### config.mk
export PLATFORM = sky130hd
export DESIGN_NAME = vga_timing_gen
export DESIGN_NICKNAME = d
export VERILOG_FILES = /design/src/rtl/vga_timing_gen.sv
export SDC_FILE = /design/constraint.sdc
export NUM_CORES = 1
export LEC_CHECK = 0
export CAP_MARGIN = 30
export CORE_MARGIN = 1.5
export CORE_UTILIZATION = 52
export CTS_CLUSTER_DIAMETER = 150
export DETAILED_ROUTE_END_ITERATION = 10
export GPL_TIMING_DRIVEN = 0
export PLACE_DENSITY_LB_ADDON = 0.25
export RECOVER_POWER = 50
export SETUP_SLACK_MARGIN = 0.3
export SLEW_MARGIN = 15
export SYNTH_ARGS = -nofsm -noshare
export SYNTH_HDL_FRONTEND = slang
export SYNTH_SLANG_ARGS = --single-unit
### constraint.sdc
create_clock -name clk -period 3.2 [get_ports clk]
set_input_delay 0.64 -clock clk [delete_from_list [all_inputs] [get_ports clk]]
set_output_delay 0.64 -clock clk [all_outputs]
set_load 0.05 [all_outputs]
### src/rtl/vga_timing_gen.sv
// ---------------------------------------------------------------------------
// vga_timing_gen
//   Produces 640x480@60Hz VGA raster timing from the 100 MHz system clock.
//   A divider generates the pixel-rate strobe. Horizontal and vertical
//   counters advance on that strobe. Sync and visible-window flags are
//   registered from the next-count values, so they always agree with the
//   hCount/vCount presented in the same cycle.
//
// Ports
//   clk         in   system clock (100 MHz)
//   reset_n     in   asynchronous active-low reset
//   hCount      out  horizontal pixel counter, 0..H_TOTAL-1
//   vCount      out  vertical line counter, 0..V_TOTAL-1
//   bright      out  1 inside the visible window
//   hSync       out  horizontal sync, active low
//   vSync       out  vertical sync, active low
//   pix_en      out  1-clk strobe, once every CLK_DIV clks
//   frame_tick  out  1-clk strobe in the first cycle showing (0,0) after a wrap
// ---------------------------------------------------------------------------
module vga_timing_gen #(
    parameter int CLK_DIV     = 4,
    parameter int H_TOTAL     = 800,
    parameter int H_SYNC      = 96,
    parameter int H_VIS_START = 144,
    parameter int H_VIS_END   = 784,
    parameter int V_TOTAL     = 525,
    parameter int V_SYNC      = 2,
    parameter int V_VIS_START = 35,
    parameter int V_VIS_END   = 515
) (
    input  logic       clk,
    input  logic       reset_n,
    output logic [9:0] hCount,
    output logic [9:0] vCount,
    output logic       bright,
    output logic       hSync,
    output logic       vSync,
    output logic       pix_en,
    output logic       frame_tick
);

    localparam int DIV_W = (CLK_DIV > 1) ? $clog2(CLK_DIV) : 1;

    localparam logic [DIV_W-1:0] DIV_LAST = DIV_W'(CLK_DIV - 1);
    localparam logic [9:0] H_LAST  = 10'(H_TOTAL - 1);
    localparam logic [9:0] V_LAST  = 10'(V_TOTAL - 1);
    localparam logic [9:0] H_SYN_W = 10'(H_SYNC);
    localparam logic [9:0] V_SYN_W = 10'(V_SYNC);
    localparam logic [9:0] H_VS_W  = 10'(H_VIS_START);
    localparam logic [9:0] H_VE_W  = 10'(H_VIS_END);
    localparam logic [9:0] V_VS_W  = 10'(V_VIS_START);
    localparam logic [9:0] V_VE_W  = 10'(V_VIS_END);

    logic [DIV_W-1:0] div_cnt;
    logic [DIV_W-1:0] div_nxt;
    logic [9:0]       h_nxt;
    logic [9:0]       v_nxt;
    logic             frame_wrap;

    always_comb begin
        div_nxt    = (div_cnt == DIV_LAST) ? '0 : div_cnt + DIV_W'(1);
        h_nxt      = hCount;
        v_nxt      = vCount;
        frame_wrap = 1'b0;
        if (pix_en) begin
            if (hCount == H_LAST) begin
                h_nxt = '0;
                if (vCount == V_LAST) begin
                    v_nxt      = '0;
                    frame_wrap = 1'b1;
                end else begin
                    v_nxt = vCount + 10'd1;
                end
            end else begin
                h_nxt = hCount + 10'd1;
            end
        end
    end

    // Decode uses h_nxt/v_nxt so the registered flags line up with the
    // counters they describe, without a cycle of lag.
    always_ff @(posedge clk or negedge reset_n) begin
        if (!reset_n) begin
            div_cnt    <= '0;
            hCount     <= '0;
            vCount     <= '0;
            pix_en     <= 1'b0;
            hSync      <= 1'b0;
            vSync      <= 1'b0;
            bright     <= 1'b0;
            frame_tick <= 1'b0;
        end else begin
            div_cnt    <= div_nxt;
            hCount     <= h_nxt;
            vCount     <= v_nxt;
            pix_en     <= (div_nxt == DIV_LAST);
            hSync      <= (h_nxt >= H_SYN_W);
            vSync      <= (v_nxt >= V_SYN_W);
            bright     <= (h_nxt >= H_VS_W) && (h_nxt < H_VE_W) &&
                          (v_nxt >= V_VS_W) && (v_nxt < V_VE_W);
            frame_tick <= frame_wrap;
        end
    end

endmodule

---- Word level (Yosys, flattened, before mapping) ----
Cells that the tools add are included.
storage, ports and cells
  output and inout bits ................... 25
  register bits ........................... 27
  word-level logic and storage cells ...... 33
operators by class
  $add $sub $neg .......................... 3
  order comparisons ....................... 6
  equality and inequality tests ........... 4
  mux-type cells .......................... 9
  reductions and logical operators ........ 3
operators by type and width
  cell                                                                 count
  two-way mux 10 bit                                                   5
  adder 10 x 1 -> 10 bit (second input constant)                       2
  equality test 10 bit (second input constant)                         2
  < comparator 10 bit (second input constant)                          2
  greater-or-equal comparator 10 x 2 -> 1 bit (second input constant)  1
  greater-or-equal comparator 10 x 6 -> 1 bit (second input constant)  1
  greater-or-equal comparator 10 x 7 -> 1 bit (second input constant)  1
  greater-or-equal comparator 10 x 8 -> 1 bit (second input constant)  1
  equality test 2 bit (second input constant)                          2
  logical AND 1 bit                                                    3
  two-way mux 1 bit                                                    3
  adder 2 x 1 -> 2 bit (second input constant)                         1
  two-way mux 2 bit                                                    1

---- Depth between registers and ports, before layout ----
  depth after elaboration ................. 7
  mapped depth ............................ 9

---- Worst setup path after synthesis ----
No wires, ideal clock.
  path kind ............................... flip-flop to flip-flop
  start ................................... register hCount[0]
  end ..................................... register bright
  setup time .............................. 82 ps
  buffers on the path ..................... 0
  cell stages (with the launch flop) ...... 9
  slack ................................... 566 ps
  clock period less this slack ............ 2634 ps
  data arrival time ....................... 2552 ps
  path through ............................ dfrtp_1 ha_1 nand2_8 or3_1 nor3_2 mux2_4 nor4_2 nand4_1 a31oi_1
between the ends
  elaborated cells between the ends (all ways) .. 13
  those cells by class .................... 1 x add/sub; 4 x order compare; 1 x eq/ne; 4 x mux; 3 x reduce/logical
RTL lines
  what                                         RTL line  RTL
  start: declaration                           33        output logic [9:0] hCount,
  start signal: assignment                     94        hCount <= h_nxt;
  equality test 10 bit (*)                     66        if (hCount == H_LAST) begin
  two-way mux 10 bit (*)                       66
  two-way mux 10 bit (*)                       65        if (pix_en) begin
  via v_nxt[4]                                 57        logic [9:0] v_nxt;
  greater-or-equal comparator 10 x 6 -> 1 bit  100       (v_nxt >= V_VS_W) && (v_nxt < V_VE_W);
  logical AND 1 bit                            99        bright <= (h_nxt >= H_VS_W) && (h_nxt < H_VE_W) &&
  logical AND 1 bit (*)                        100
  end signal: assignment                       99
  end: declaration                             35        output logic bright,
The timed path passes the listed nets; every way through them passes the cells marked *.

---- Final worst setup path ----
  start ................................... register pix_en
  end ..................................... register bright
between the ends
  elaborated cells between the ends (all ways) .. 9
  those cells by class .................... 4 x order compare; 2 x mux; 3 x reduce/logical
RTL lines
  what                                         RTL line  RTL
  start: declaration                           38        output logic pix_en,
  start signal: assignment                     96        pix_en <= (div_nxt == DIV_LAST);
  two-way mux 10 bit (*)                       65
  via v_nxt[4]                                 57
  greater-or-equal comparator 10 x 6 -> 1 bit  100
  logical AND 1 bit                            99
  logical AND 1 bit (*)                        100
Marks and branches as above.

==> results.json <==
{
  "netlist_area_um2": 1550,
  "p_int_mw": 0.3891,
  "numPortBuffers": 26,
  "postRouteAntennaNets": 0,
  "cp_num_buf_inv": 1,
  "cap_viol_max_count": 0,
  "finalCriticalPeriod_ns": 2.569,
  "timing.fmax_ghz": 0.3893,
  "clk_pin_slew_ns": 0.15,
  "seq_area_um2": 675.6,
  "power.leakage_nw": 0.7732,
  "skew_ns": 0.008197,
  "switching_share_pct": 21.11,
  "grt_pass1_vias": 1245,
  "p_seq_share_pct": 69.2,
  "async_flop_share_pct": 100.0,
  "slew_violations": 0,
  "cts_resized": 0,
  "cp.arrival_ns": 2.82,
  "clock-sinks": 27,
  "power.switching_mw": 0.1041,
  "ys_types": 42,
  "ctsHoldBuffers": 0,
  "cp-start-kind": "register",
  "ir_drop_uv": 215.2,
  "drtIter0Drc": 24,
  "multi_input_area_um2": 804.5,
  "combPwrFrac_pct": 1.5,
  "worstSetupStartpoint": "pix_en",
  "vias": 1266,
  "avgRoutedWirePerCell_um": 14.55,
  "cts_made_buffers": 3,
  "track_usage_pct": 20.92,
  "synthTopCellsByArea": "dfrtp_1, ha_1, xnor2_1",
  "dieArea_um2": 3318,
  "max_stage_delay_ns": 0.44,
  "n_antenna_cell": 0,
  "worstHoldStart": "div_cnt[0]",
  "clkLatencyLatePin_ns": 0.32,
  "slowest_stage": "clkbuf_1",
  "path_cells": "clkbuf_1 -> nand2_8 -> or3_1 -> nor3_2 -> mux2_4 -> nor4_2 -> nand4_1 -> a31oi_1",
  "via_per_inst": 5.861,
  "r2r_start": "pix_en",
  "cts_tree": "yes",
  "cts_root_buf": "clkbuf_4",
  "post-cts-setup-buffer-count": 0,
  "htreeDepth": 1,
  "period_share_pct": 80.27,
  "grt_antenna_before_repair": 0,
  "yosys.area.top_type_share_pct": 43.58,
  "ioPinCount": 27,
  "yosysSeqAreaShare_pct": 43.58,
  "tightest_slew_ns": 0.8054,
  "fillers": 249,
  "fin_util_pct": 67.25,
  "ys_ff_latch": 27,
  "firstDrtPassIters": 4,
  "finalHoldViolations": 0,
  "run_status": "finished, final reports clean",
  "place_congestion": 0.8550,
  "synth_edf_count": 0,
  "mostFrequentLayoutCell": "dfrtp_1",
  "initial_utilization_pct": 55.74,
  "grt_max_degree": 16,
  "holdWs_ns": 0.4829,
  "synth_top_area_cell": "dfrtp_1",
  "max_slew_margin_pct": 46.31,
  "synth_area_per_cell_um2": 10.07,
  "hold_path.class": "register to register",
  "syn_nets": 161,
  "coreArea_um2": 2781,
  "critPathCaptureType": "register",
  "layout_common_cells": "dfrtp_1, clkdlybuf4s50_1, nor2_1, nand2_1, nand3_1",
  "yosys_warnings": 0,
  "required_ns": 3.45,
  "grt_pass1_wl_mm": 5.533,
  "die_w_um": 57.60,
  "worstPathMaxFanout": 10,
  "dieHeight_um": 57.60,
  "pwr-share-clk_pct": 29.3,
  "drt-total-wl_mm": 3.142,
  "drc": 0,
  "setup_violations": 0,
  "ys.flop_type": "dfrtp_1",
  "rsz0062_at_grt": "false",
  "drive_above_1_share_pct": 12.43,
  "syn2layout_area_growth_pct": 20.66,
  "crit_family": "simple AND/OR/NAND/NOR gates",
  "path_class": "register to register",
  "syn_inst": 154,
  "power_density_nw_per_um2": 263.6,
  "clk_path_buf_depth": 2,
  "place_hpwl_mm": 2.394,
  "tns_ns": 0,
  "rows": 19,
  "grt_remaining_overflow": 0,
  "nets": 193
}
[logic make-up after synthesis]
logic type / Yosys count / share of synthesized area, %
DFF: 27 / 43.58
adders and majority gates: 5 / 4.036
and+or+nand+nor: 71 / 28.57
xor gates and xnor gates: 12 / 6.780
buffers and inverters: 12 / 4.358
muxes: 3 / 2.340
AOI/OAI and AO/OA: 24 / 10.33
[path summary, 6_finish.rpt]
check	to	slack, ns	cells past startpoint
worst min-delay path	div_cnt[0]	0.48	1
worst min register to register	div_cnt[0]	0.48	1
worst max-delay path	bright	0.63	8
min in group asynchronous	hCount[5]	0.74	1
max in group asynchronous	vCount[7]	1.35	2
worst max register to register	bright	0.63	8
[layout make-up]
class	count	share of cell area (%)
multi-input cells	115	43.01
flip-flops and latches	27	36.12
repair buffers	27	14.11
clock buffers	3	1.204
plain buffers	3	1.405
clock inverters	1	0.2676
inverters	9	1.806
well taps	31	2.074
[routing by layer]
metal,wire [um],global-route usage (%)
met5,0,0
met4,27,6.312
met3,91,2.268
met2,1571,37.01
met1,1451,26.83
[stage by stage]
stage	worst slack, ns	total power [mW]	instances	area (um2)
6_report	0.6314	0.4932	216	1871
5_1_grt	0.3682	0.5133	216	1871
3_5_place_dp	0.7307	0.3577	212	1864
4_1_cts	0.7100	0.5022	216	1892
3_3_place_gp	0.7772	0.3554	211	1849
2_1_floorplan	0.5659	0.3478	154	1550
[registers in the layout, summed over array words and instances, names as in the netlist]
name / count
hCount: 10
div_cnt: 2
bright: 1
vCount: 10
vSync: 1
hSync: 1
pix_en: 1
frame_tick: 1
[power groups by stage]
| stage | Combinational, mW | Clock [mW] | Sequential [mW] |
|---|---|---|---|
| after floorplan | 0.000000305 | 0 | 0.348 |
| after CTS | 0.0101 | 0.151 | 0.341 |
| final | 0.00763 | 0.144 | 0.341 |
| after global placement | 0.00770 | 0 | 0.348 |
| after global routing | 0.00911 | 0.163 | 0.341 |
| after detailed placement | 0.0100 | 0 | 0.348 |
[synthesized netlist by cell type (2+ instances only)]
library cell  instances
or3_1                 2
o21ai_1               2
inv_1                 9
xor2_1                5
nor3_1                6
a21oi_1               2
a211oi_1              2
o21ai_0               5
nand4_1               8
a31oi_1               3
buf_6                 3
o22ai_1               2
dfrtp_1              27
nor2_1               12
nand3_1              12
nand2_1              12
o21ai_2               3
ha_1                  5
and3_1                4
nor4_4                2
xnor2_1               7
No activity file was read; power rests on OpenSTA's default activity.
